**src/rtl/key_input_conditioner.sv**
```systemverilog
// key_input_conditioner
//   Conditions the raw, bouncing switches of a small keyboard for the
//   synthesizer: ten note keys plus pitch-up / pitch-down buttons.
//   Every raw input is synchronized (two flops), then debounced by an
//   independent counter channel. The ten debounced key bits drive `key`
//   directly; the two shift buttons step a saturating pitch-shift register
//   on their debounced rising edges.
//
// Ports
//   clk           in   system clock, all logic on rising edge
//   rst           in   synchronous active-high reset
//   key_raw       in   [9:0] raw note keys, 1 = pressed
//   shift_up_raw  in   raw pitch-up button, 1 = pressed
//   shift_dn_raw  in   raw pitch-down button, 1 = pressed
//   key           out  [9:0] debounced key vector
//   pitchshift    out  [4:0] pitch-shift setting, 0..PS_MAX
//   key_event     out  one-cycle pulse the cycle after key changes
module key_input_conditioner #(
    parameter int DB_CYCLES = 1000000,
    parameter int PS_MAX    = 24,
    parameter int PS_INIT   = 12
) (
    input  logic       clk,
    input  logic       rst,
    input  logic [9:0] key_raw,
    input  logic       shift_up_raw,
    input  logic       shift_dn_raw,
    output logic [9:0] key,
    output logic [4:0] pitchshift,
    output logic       key_event
);

    localparam int NCH = 12;
    localparam int CW  = $clog2(DB_CYCLES + 1);
    localparam int UP  = 10;
    localparam int DN  = 11;
    // Count value on which the next differing cycle accepts the change.
    localparam logic [CW-1:0] CNT_LAST = CW'(DB_CYCLES - 1);
    localparam logic [4:0]    PS_TOP   = 5'(PS_MAX);
    localparam logic [4:0]    PS_RST   = 5'(PS_INIT);

    logic [NCH-1:0]         raw;
    logic [NCH-1:0]         sync1_q, sync2_q;
    logic [NCH-1:0]         db_q, db_d;
    logic [NCH-1:0][CW-1:0] cnt_q, cnt_d;
    logic                   up_prev_q, dn_prev_q;
    logic [4:0]             ps_q, ps_d;
    logic [9:0]             key_dly_q;
    logic                   key_event_q;
    logic                   up_rise, dn_rise;

    assign raw = {shift_dn_raw, shift_up_raw, key_raw};

    // Debounce channels: the counter only runs while the synchronized value
    // disagrees with the debounced state; any agreeing cycle restarts it.
    always_comb begin
        db_d  = db_q;
        cnt_d = '0;
        for (int i = 0; i < NCH; i++) begin
            if (sync2_q[i] != db_q[i]) begin
                if (cnt_q[i] == CNT_LAST) begin
                    db_d[i] = sync2_q[i];
                end else begin
                    cnt_d[i] = cnt_q[i] + 1'b1;
                end
            end
        end
    end

    // Edge detectors start from 0 after reset, so a button held through
    // reset release still produces one step once it debounces.
    assign up_rise = db_q[UP] & ~up_prev_q;
    assign dn_rise = db_q[DN] & ~dn_prev_q;

    always_comb begin
        ps_d = ps_q;
        if (up_rise && !dn_rise) begin
            if (ps_q < PS_TOP) ps_d = ps_q + 5'd1;
        end else if (dn_rise && !up_rise) begin
            if (ps_q != 5'd0) ps_d = ps_q - 5'd1;
        end
    end

    always_ff @(posedge clk) begin
        if (rst) begin
            sync1_q     <= '0;
            sync2_q     <= '0;
            db_q        <= '0;
            cnt_q       <= '0;
            up_prev_q   <= 1'b0;
            dn_prev_q   <= 1'b0;
            ps_q        <= PS_RST;
            key_dly_q   <= '0;
            key_event_q <= 1'b0;
        end else begin
            sync1_q     <= raw;
            sync2_q     <= sync1_q;
            db_q        <= db_d;
            cnt_q       <= cnt_d;
            up_prev_q   <= db_q[UP];
            dn_prev_q   <= db_q[DN];
            ps_q        <= ps_d;
            key_dly_q   <= db_q[9:0];
            // One pulse regardless of how many bits moved together.
            key_event_q <= (db_q[9:0] != key_dly_q);
        end
    end

    assign key        = db_q[9:0];
    assign pitchshift = ps_q;
    assign key_event  = key_event_q;

endmodule

```
**config.mk**
```make
export PLATFORM = sky130hd
export DESIGN_NAME = key_input_conditioner
export DESIGN_NICKNAME = d
export VERILOG_FILES = /design/src/rtl/key_input_conditioner.sv
export SDC_FILE = /design/constraint.sdc
export NUM_CORES = 1
export LEC_CHECK = 0
export BUFFER_PORTS_ARGS = -buffer_cell sky130_fd_sc_hd__buf_4
export CORE_MARGIN = 4
export CORE_UTILIZATION = 48
export CTS_CLUSTER_DIAMETER = 30
export DETAILED_ROUTE_END_ITERATION = 12
export PLACE_DENSITY = 0.68
export SYNTH_ARGS = -nofsm -noshare
export SYNTH_HDL_FRONTEND = slang
export SYNTH_SLANG_ARGS = --single-unit
```
**constraint.sdc**
```tcl
create_clock -name clk -period 5.32 [get_ports clk]
set_input_delay 1.064 -clock clk [delete_from_list [all_inputs] [get_ports clk]]
set_output_delay 1.064 -clock clk [all_outputs]
set_load 0.02 [all_outputs]
```
==> results.json, run 1 <==
{
  "h-tree-depth": 3,
  "start_kind": "flip-flop",
  "cts_made_buffers": 70,
  "grt_max_degree": 39,
  "insertion_delay_ns": 0.54,
  "utilization_pct": 60.29,
  "synth_common_cells": "dfxtp_1 (294), nor2_1 (195), xnor2_1 (101), nand3_1 (83), a21oi_1 (82)",
  "post-route-min-period_ns": 2.466,
  "multiInputGateArea_um2": 6530,
  "wl_per_cell_um": 12.95,
  "ys_seq_area_share_pct": 45.70,
  "arrival_ns": 2.89,
  "fin_nets": 1559,
  "cts_max_path_buffers": 3,
  "async_flop_share_pct": 0,
  "setup.worst_path.end_class": "flip-flop",
  "post_cts.repair.setup_buffers": 0,
  "synth-seq-cells": 294,
  "worst_ep_required_time_ns": 5.75,
  "layoutNonFillerInstCount": 1918,
  "pwr-share-clk_pct": 65.5,
  "hold_viol": 0,
  "critical_path.slowest_cell": "o21ai_1",
  "drtPass1Iterations": 5,
  "rsz0062_at_grt": "false",
  "internal-power_w": 0.005288,
  "synthFlopType": "dfxtp_1",
  "synth_cell_type_count": 52,
  "path_cells": "or4bb_1 -> or4_1 -> o21ai_1 -> buf_4 -> a21oi_1",
  "cellPowerDensity_nw_per_um2": 420.0,
  "clock_skew_ns": 0.02637,
  "synth.most_common_cell": "dfxtp_1",
  "outcome": "finished, final reports clean",
  "setup_violations": 0,
  "maxSlewHeadroom_pct": 53.33,
  "globalplace.congestion": 0.8021,
  "vias_per_cell": 5.377,
  "syn-cell-area_um2": 12880,
  "numPortBuffers": 29,
  "finalMaxSlewViolations": 0,
  "cts.clk_slew.worst_paths_ns": 0.05,
  "wl_um": 24840,
  "drtIter0Drc": 674,
  "fill_cells": 2230,
  "fin_setup_tns_ns": 0,
  "cts_tree": "done",
  "grt-ovfl-total": 0,
  "synth_area_leaders": "dfxtp_1 (46%), xnor2_1 (6.9%), nor2_1 (5.7%)",
  "synth_cells": 1469,
  "grt_pass1_vias": 9780,
  "p_leak_nw": 5.035,
  "dp_cells": 1791,
  "seq_area_um2": 5886,
  "dp_hpwl_um": 15940,
  "yosysTopAreaCell": "dfxtp_1",
  "swShare_pct": 20.31,
  "synthToLayoutAreaGrowth_pct": 22.67,
  "grt_usage_pct": 17.06,
  "cts_sinks": 294,
  "p_sw_w": 0.001348,
  "die_h_um": 171.8,
  "yosysWarnings": 0,
  "io_pins": 30,
  "syn_area_per_cell_um2": 8.768,
  "cts_resized": 0,
  "path_max_fanout": 11,
  "max_stage_delay_ns": 0.58,
  "maxCapViolCount": 0,
  "path_delay_family": "simple AND/OR/NAND/NOR gates",
  "worst_slew_pin_slew_ns": 0.6953,
  "grt_pass1_wl_um": 43490,
  "layout-drive-gt1-share_pct": 11.75,
  "num_vias": 10310,
  "synth_enable_flop_cells": 0,
  "start_util_pct": 49.15,
  "finalCritPeriodShare_pct": 46.35,
  "synth_top_area_share_pct": 45.70,
  "power_frac_seq_pct": 33.6,
  "cts_root_buf": "clkbuf_16",
  "cts_hold_buffers": 0,
  "irDropWorstVdd_mv": 0.2928,
  "syn_nets": 1500,
  "die_w_um": 171.8,
  "coreArea_um2": 26210,
  "num_rows": 59,
  "antenna_found_initial": 0,
  "drc_errors": 0,
  "antenna_cells": 0,
  "crit_buf_inv": 1,
  "hold_path_class": "reg -> reg",
  "path_class": "reg -> reg",
  "max_freq_ghz": 0.4055,
  "comb_power_share_pct": 0.9,
  "die_area_um2": 29520,
  "detail-route-antenna-nets": 0
}
[registers in the layout, indices dropped and copies added (netlist names)]
| register | count |
|---|---|
| db_q | 12 |
| sync2_q | 12 |
| dn_prev_q | 1 |
| sync1_q | 12 |
| key_event | 1 |
| cnt_q | 240 |
| pitchshift | 5 |
| key_dly_q | 10 |
| up_prev_q | 1 |
[kinds of logic (layout without fill, tap and decap cells)]
logic type / count (synthesis) / count (layout) / synth area share (%)
muxes: 2 / 2 / 0.1554
xor gates and xnor gates: 170 / 170 / 11.56
buffers and inverters: 109 / 223 / 3.604
and+or+nand+nor: 689 / 689 / 28.88
DFF: 294 / 294 / 45.70
adders and majority gates: 17 / 17 / 1.710
AOI/OAI and AO/OA: 188 / 188 / 8.393
[through the flow]
stage               setup WS, ns  power [W]  hold slack, ns  instance area (µm²)
floorplan                  3.159   0.002307          0.4129                12880
global placement           2.594   0.002329          0.4196                13350
detailed placement         2.566   0.002330          0.4204                13350
CTS                        2.836   0.006725          0.4290                15800
global route               2.675   0.006863          0.4488                15800
finish                     2.854   0.006636          0.4226                15800
[power groups by stage]
stage	clock network (W)	registers [W]	logic (W)
2_1_floorplan	0	0.00227	0.0000364
3_3_place_gp	0	0.00227	0.0000578
3_5_place_dp	0	0.00227	0.0000586
4_1_cts	0.00444	0.00223	0.0000588
5_1_grt	0.00457	0.00223	0.0000654
6_report	0.00435	0.00223	0.0000574
[area by class of cell]
cell class / count / area share [%]
multi-input cells: 1066 / 41.33
flip-flops and latches: 294 / 37.25
clock buffers: 88 / 12.35
clock inverters: 39 / 3.160
well taps: 335 / 2.653
repair buffers: 41 / 1.948
inverters: 55 / 1.307
[routing by layer]
metal / global-route usage [%] / part of all wire, %
met1: 21.95 / 47
met2: 27.98 / 47
met3: 4.068 / 3.5
met4: 6.357 / 2.0
met5: 0 / 0
[path summary, 6_finish.rpt]
path / cells past startpoint / end / startpoint / slack (ns)
setup reg to reg: 5 / cnt_q[238] / cnt_q[229] / 2.85
hold reg to reg: 1 / sync2_q[3] / sync1_q[3] / 0.42
hold / removal: 1 / sync2_q[3] / sync1_q[3] / 0.42
setup / recovery: 5 / cnt_q[238] / cnt_q[229] / 2.85
[cells in the final DEF (no fill, tap or decap), types with 6 or more instances in the layout]
cell,Yosys,layout
nor2_1,195,195
nor3b_1,7,7
ha_1,16,16
bufinv_16,0,9
a21oi_1,82,82
inv_6,0,10
and3_1,9,9
o21ai_1,7,11
nor4_1,36,36
clkbuf_8,0,9
or2_2,8,8
xnor2_1,101,101
nand4_1,56,56
nand2_1,69,69
buf_4,10,41
nor4b_1,8,8
o31ai_1,25,25
or3_1,55,55
clkbuf_16,0,72
and2_1,8,8
nand3_1,83,83
nor2b_1,37,37
and4_1,18,18
nor3_1,31,31
nand4b_1,6,6
dfxtp_1,294,294
inv_1,55,55
clkinv_2,0,11
o21ai_0,55,51
clkbuf_1,34,7
xor2_1,69,69
or4_1,42,42
[worst reg2reg max path: cells and delay by family (launching register included)]
kind | cells | cell delay [ns]
compound gates | 2 | 0.64
flops | 1 | 0.40
simple gates | 2 | 1.00
buf+inv | 1 | 0.30
(Power assumes the default switching activity.)
==> inputs of run 2 (changes only) <==
- PLACE_DENSITY: 0.68 -> 0.7
- clock period: 5.32 -> 2.1 ns (I/O delays scaled with it)
==> run 2 against run 1 <==
Clock skew is 0.0038 ns lower; routed wire length is 0.54% higher; register-to-register slack worse by 2.7 ns; cell area down 0.16%; via count is 0.54% higher; die area is the same; sequential share of layout area is 0.067 points higher; non-clock buffer count increased by 43; worst setup slack lost 2.7 ns; critical endpoint is now db_q[7].
==> results.json, run 2 (synthesis gave the netlist of run 1 again) <==
{
  "final_cell_mix": "dfxtp_1 (293), nor2_1 (195), xnor2_1 (101), nand3_1 (83)",
  "finalMaxSlewViolations": 0,
  "start_kind": "flip-flop",
  "finalCritPeriodShare_pct": 94.60,
  "start_util_pct": 49.15,
  "cts_root_buf": "clkbuf_16",
  "detail-route-antenna-nets": 0,
  "path_cells": "or4_1 -> or4_4 -> or3_1 -> a21oi_1",
  "maxCapViolCount": 0,
  "post-route-min-period_ns": 1.987,
  "die_w_um": 171.8,
  "placed_area_um2": 13700,
  "setup_ws_ns": 0.1133,
  "layout-drive-gt1-share_pct": 13.39,
  "design_area_um2": 15780,
  "cts_tree": "done",
  "grt_usage_pct": 17.04,
  "r2r_end": "db_q[7]",
  "post_cts.repair.setup_buffers": 0,
  "r2r_setup_slack_ns": 0.11,
  "crit_buf_inv": 0,
  "path_class": "reg -> reg",
  "hold_depth": 2,
  "synthToLayoutAreaGrowth_pct": 22.48,
  "dp_hpwl_um": 16640,
  "num_rows": 59,
  "grt_max_degree": 24,
  "setup.worst_path.end_class": "flip-flop",
  "cts_max_path_buffers": 3,
  "hold_path_class": "in -> reg",
  "wl_met2_um": 11710,
  "globalplace.congestion": 0.7923,
  "worst_slew_pin_slew_ns": 0.5950,
  "drtPass1Iterations": 5,
  "vias_per_cell": 5.342,
  "path_max_fanout": 5,
  "grt_pass1_wl_um": 44030,
  "antenna_found_initial": 0,
  "coreArea_um2": 26210,
  "seq_area_um2": 5887,
  "largest_register_ffs": 240,
  "wl_met3_um": 866,
  "layoutNonFillerInstCount": 1941,
  "maxSlewHeadroom_pct": 59.97,
  "r2r-start": "cnt_q[147]",
  "setup_violations": 0,
  "grt-ovfl-total": 0,
  "fill_cells": 2225,
  "h-tree-depth": 2,
  "max_stage_delay_ns": 0.58,
  "cts_made_buffers": 58,
  "critical_path.slowest_cell": "or4_4",
  "p_total_w": 0.01527,
  "mostFrequentLayoutCell": "dfxtp_1",
  "die_area_um2": 29520,
  "drt-met1-wl_um": 11730,
  "outcome": "finished, final reports clean",
  "insertion_delay_ns": 0.56,
  "ff2ff_path_depth": 4,
  "cellPowerDensity_nw_per_um2": 968.1,
  "p_leak_nw": 5.029,
  "clock_skew_ns": 0.02258,
  "num_vias": 10370,
  "multiInputGateArea_um2": 6536,
  "place_ws_ns": 0.07225,
  "die_h_um": 171.8,
  "hold_viol": 0,
  "grt_pass1_vias": 9941,
  "cts.clk_slew.worst_paths_ns": 0.05,
  "numPortBuffers": 29,
  "top_register": "cnt_q",
  "wl_per_cell_um": 12.87,
  "fin_nets": 1590,
  "hold_path.startpoint": "key_raw[3]",
  "wl_um": 24970,
  "io_pins": 30,
  "worst_ep_required_time_ns": 2.58,
  "drtIter0Drc": 489,
  "hold_path_end": "sync1_q[3]",
  "dp_cells": 1834,
  "arrival_ns": 2.46,
  "routed.top_layer": "met4",
  "cts_sinks": 294,
  "fin_setup_tns_ns": 0,
  "antenna_cells": 0,
  "max_freq_ghz": 0.5034,
  "path_delay_family": "simple AND/OR/NAND/NOR gates",
  "irDropWorstVdd_mv": 0.6496,
  "drc_errors": 0,
  "rsz0062_at_grt": "false"
}
run 2: what timing repair did:
| action | CTS | global route |
|---|---|---|
| gates resized for setup | 0 | 4 |
| endpoints found under the hold margin | 0 | 0 |
| endpoints found under the setup margin | 0 | 4 |
| hold buffers | 0 | 0 |
run 2: cell type report:
type / instances / share of cell area (%)
multi-input cells: 1066 / 41.43
well taps: 335 / 2.657
clock inverters: 37 / 2.895
repair buffers: 84 / 4.180
inverters: 55 / 1.309
clock buffers: 70 / 10.21
flip-flops and latches: 294 / 37.32
run 2: power by group:
part	internal [W]	total, W	switching (W)
logic	0.0000743	0.000165	0.0000906
registers	0.00562	0.00565	0.0000217
clock network	0.00644	0.00946	0.00302
run 2: stage by stage:
stage / util [%] / hold WS (ns)
3_5_place_dp: 52.27 / 0.4220
5_1_grt: 60.20 / 0.07809
3_3_place_gp: 52.27 / 0.4217
6_report: 60.20 / 0.07537
4_1_cts: 60.15 / 0.05632
2_1_floorplan: - / 0.4129
run 2: worst max path at each step:
stage               start       endpoint  slack, ns  cells past startpoint
6_report       cnt_q[147]        db_q[7]       0.11                      4
5_1_grt          db_q[10]  pitchshift[4]     0.0007                      8
4_1_cts          db_q[10]  pitchshift[4]       0.05                      8
3_5_place_dp     db_q[10]  pitchshift[4]       0.07                      8
3_3_place_gp     db_q[10]  pitchshift[4]       0.12                      8
2_1_floorplan    db_q[10]  pitchshift[4]       0.02                      8
run 2: layer usage:
layer	vias up	GRT usage, %
met5	-	0
li1	5386	-
met2	126	28.13
met3	49	3.264
met4	0	6.596
met1	4808	22.16
==> inputs of run 3 (changes only) <==
- CELL_PAD_IN_SITES_DETAIL_PLACEMENT: unset -> 0
- CELL_PAD_IN_SITES_GLOBAL_PLACEMENT: unset -> 1
- CORE_UTILIZATION: 48 -> 44
- PLACE_DENSITY: 0.7 -> 0.8
==> run 3 against run 2 <==
Worst setup slack got worse by 0.0076 ns; maximum frequency shrank 0.38%; routed wire length is 4.0% higher; power grew 8.5%; sequential share of layout area is 0.87 points lower; largest cell class unchanged; highest routed layer unchanged; die area is 8.7% higher; first-iteration DRC count increased by 8.8%; largest power group unchanged.
==> results.json, run 3 (synthesis gave the netlist of run 1 again) <==
{
  "outcome": "finished, final reports clean",
  "grt_max_degree": 61,
  "path_max_fanout": 5,
  "grt-ovfl-total": 0,
  "coreArea_um2": 28780,
  "cts_tree": "done",
  "grt_pass1_wl_um": 45900,
  "top_register": "cnt_q",
  "cellPowerDensity_nw_per_um2": 1026,
  "wl_um": 25970,
  "num_vias": 10390,
  "drc_errors": 0,
  "start_util_pct": 44.75,
  "mostFrequentLayoutCell": "dfxtp_1",
  "fin_nets": 1598,
  "maxSlewHeadroom_pct": 56.48,
  "grt_pass1_vias": 10160,
  "antenna_found_initial": 0,
  "final_cell_mix": "dfxtp_1 (294), nor2_1 (195), xnor2_1 (101), nand3_1 (83), a21oi_1 (81)",
  "post-route-min-period_ns": 1.994,
  "cts.clk_slew.worst_paths_ns": 0.05,
  "cts_hold_buffers": 0,
  "cts_max_path_buffers": 3,
  "h-tree-depth": 3,
  "antenna_cells": 0,
  "vias_per_cell": 5.192,
  "post_cts.repair.setup_buffers": 0,
  "largest_register_ffs": 240,
  "comb_power_share_pct": 1.0,
  "path_class": "reg -> reg",
  "wl_per_cell_um": 12.97,
  "clock_skew_ns": 0.02057,
  "insertion_delay_ns": 0.54,
  "power_frac_seq_pct": 34.1,
  "worst_slew_pin_slew_ns": 0.6468,
  "drtPass1Iterations": 5,
  "fin_setup_tns_ns": 0,
  "cts_root_buf": "clkbuf_16",
  "globalplace.congestion": 0.7801,
  "irDropWorstVdd_mv": 0.4707,
  "start_kind": "flip-flop",
  "cts_sinks": 294,
  "dp_cells": 1881,
  "p_leak_nw": 5.207,
  "numPortBuffers": 29,
  "rsz0062_at_grt": "false",
  "setup_violations": 0,
  "max_freq_ghz": 0.5014,
  "detail-route-antenna-nets": 0,
  "die_h_um": 179.1,
  "dp_hpwl_um": 16990,
  "setup.worst_path.end_class": "flip-flop",
  "finalMaxSlewViolations": 0,
  "io_pins": 30,
  "pwr-share-clk_pct": 64.9,
  "die_area_um2": 32070,
  "layoutNonFillerInstCount": 2002,
  "arrival_ns": 2.45,
  "maxCapViolCount": 0,
  "finalCritPeriodShare_pct": 94.96,
  "die_w_um": 179.1,
  "swShare_pct": 19.82,
  "worst_ep_required_time_ns": 2.56,
  "num_rows": 62,
  "layout-drive-gt1-share_pct": 13.78,
  "hold_viol": 0,
  "p_sw_w": 0.003284,
  "fill_cells": 2548,
  "hold_path_class": "in -> reg",
  "internal-power_w": 0.01329,
  "drtIter0Drc": 532,
  "synthToLayoutAreaGrowth_pct": 25.36,
  "cts_made_buffers": 68,
  "grt_usage_pct": 16.68
}
run 3: cell types whose count changed in the layout (fill, tap and decap cells not counted), sizes merged:
cell	before	now
clkinvlp	12	4
bufinv	8	10
inv	60	59
clkinv	12	13
buf	84	82
clkbuf	70	90
run 3: repair_timing:
action,in CTS,in global routing
endpoints found under the setup margin,0,13
hold endpoints to repair,0,0
gates resized for setup,0,6
run 3: per-stage QoR:
step,power [W],cell area (µm²),setup WS (ns),util (%),hold slack [ns]
finish,0.01657,16150,0.1057,56.10,0.09626
global route,0.01717,16150,0.003354,56.10,0.09080
CTS,0.01683,16120,0.07309,56.03,0.07321
detailed placement,0.005918,13740,0.06416,47.75,0.4260
global placement,0.005915,13740,0.1325,47.75,0.4205
floorplan,0.005845,12880,0.02381,-,0.4129
run 3: final timing paths:
check / slack (ns) / to / depth (start not counted) / from
worst min-delay path: 0.1 / sync1_q[7] / 2 / key_raw[7]
worst max register to register: 0.11 / db_q[7] / 4 / cnt_q[147]
worst min register to register: 0.44 / sync2_q[3] / 1 / sync1_q[3]
worst max-delay path: 0.11 / db_q[7] / 4 / cnt_q[147]
run 3: power by group through the flow:
| stage | sequential [W] | clock, W | combinational [W] |
|---|---|---|---|
| 6_report | 0.00565 | 0.0108 | 0.000160 |
| 5_1_grt | 0.00565 | 0.0113 | 0.000181 |
| 4_1_cts | 0.00565 | 0.0110 | 0.000166 |
| 3_5_place_dp | 0.00575 | 0 | 0.000165 |
| 3_3_place_gp | 0.00575 | 0 | 0.000163 |
| 2_1_floorplan | 0.00575 | 0 | 0.0000923 |
run 3: area by class of cell:
class,count,area [µm²],share of cell area [%]
clock inverter,31,475.5,2.945
multi-input combinational,1066,6553,40.58
timing repair buffer,82,640.6,3.967
tap,384,480.5,2.976
sequential,294,5886,36.45
clock buffer,90,1906,11.80
inverter,55,206.4,1.279
run 3: worst max-delay path, cell delays in order, from the launching register on:
cell,delay (ns)
dfxtp_1,0.34
or4_1,0.52
or4_4,0.57
or3_1,0.33
a21oi_1,0.15
run 3: per-layer routing:
metal / vias up / part of all wire (%) / global-route usage, %
li1: 5405 / - / -
met1: 4816 / 48 / 21.69
met2: 131 / 46 / 27.10
met3: 42 / 4.4 / 4.513
met4: 0 / 1.8 / 5.173
met5: - / 0 / 0
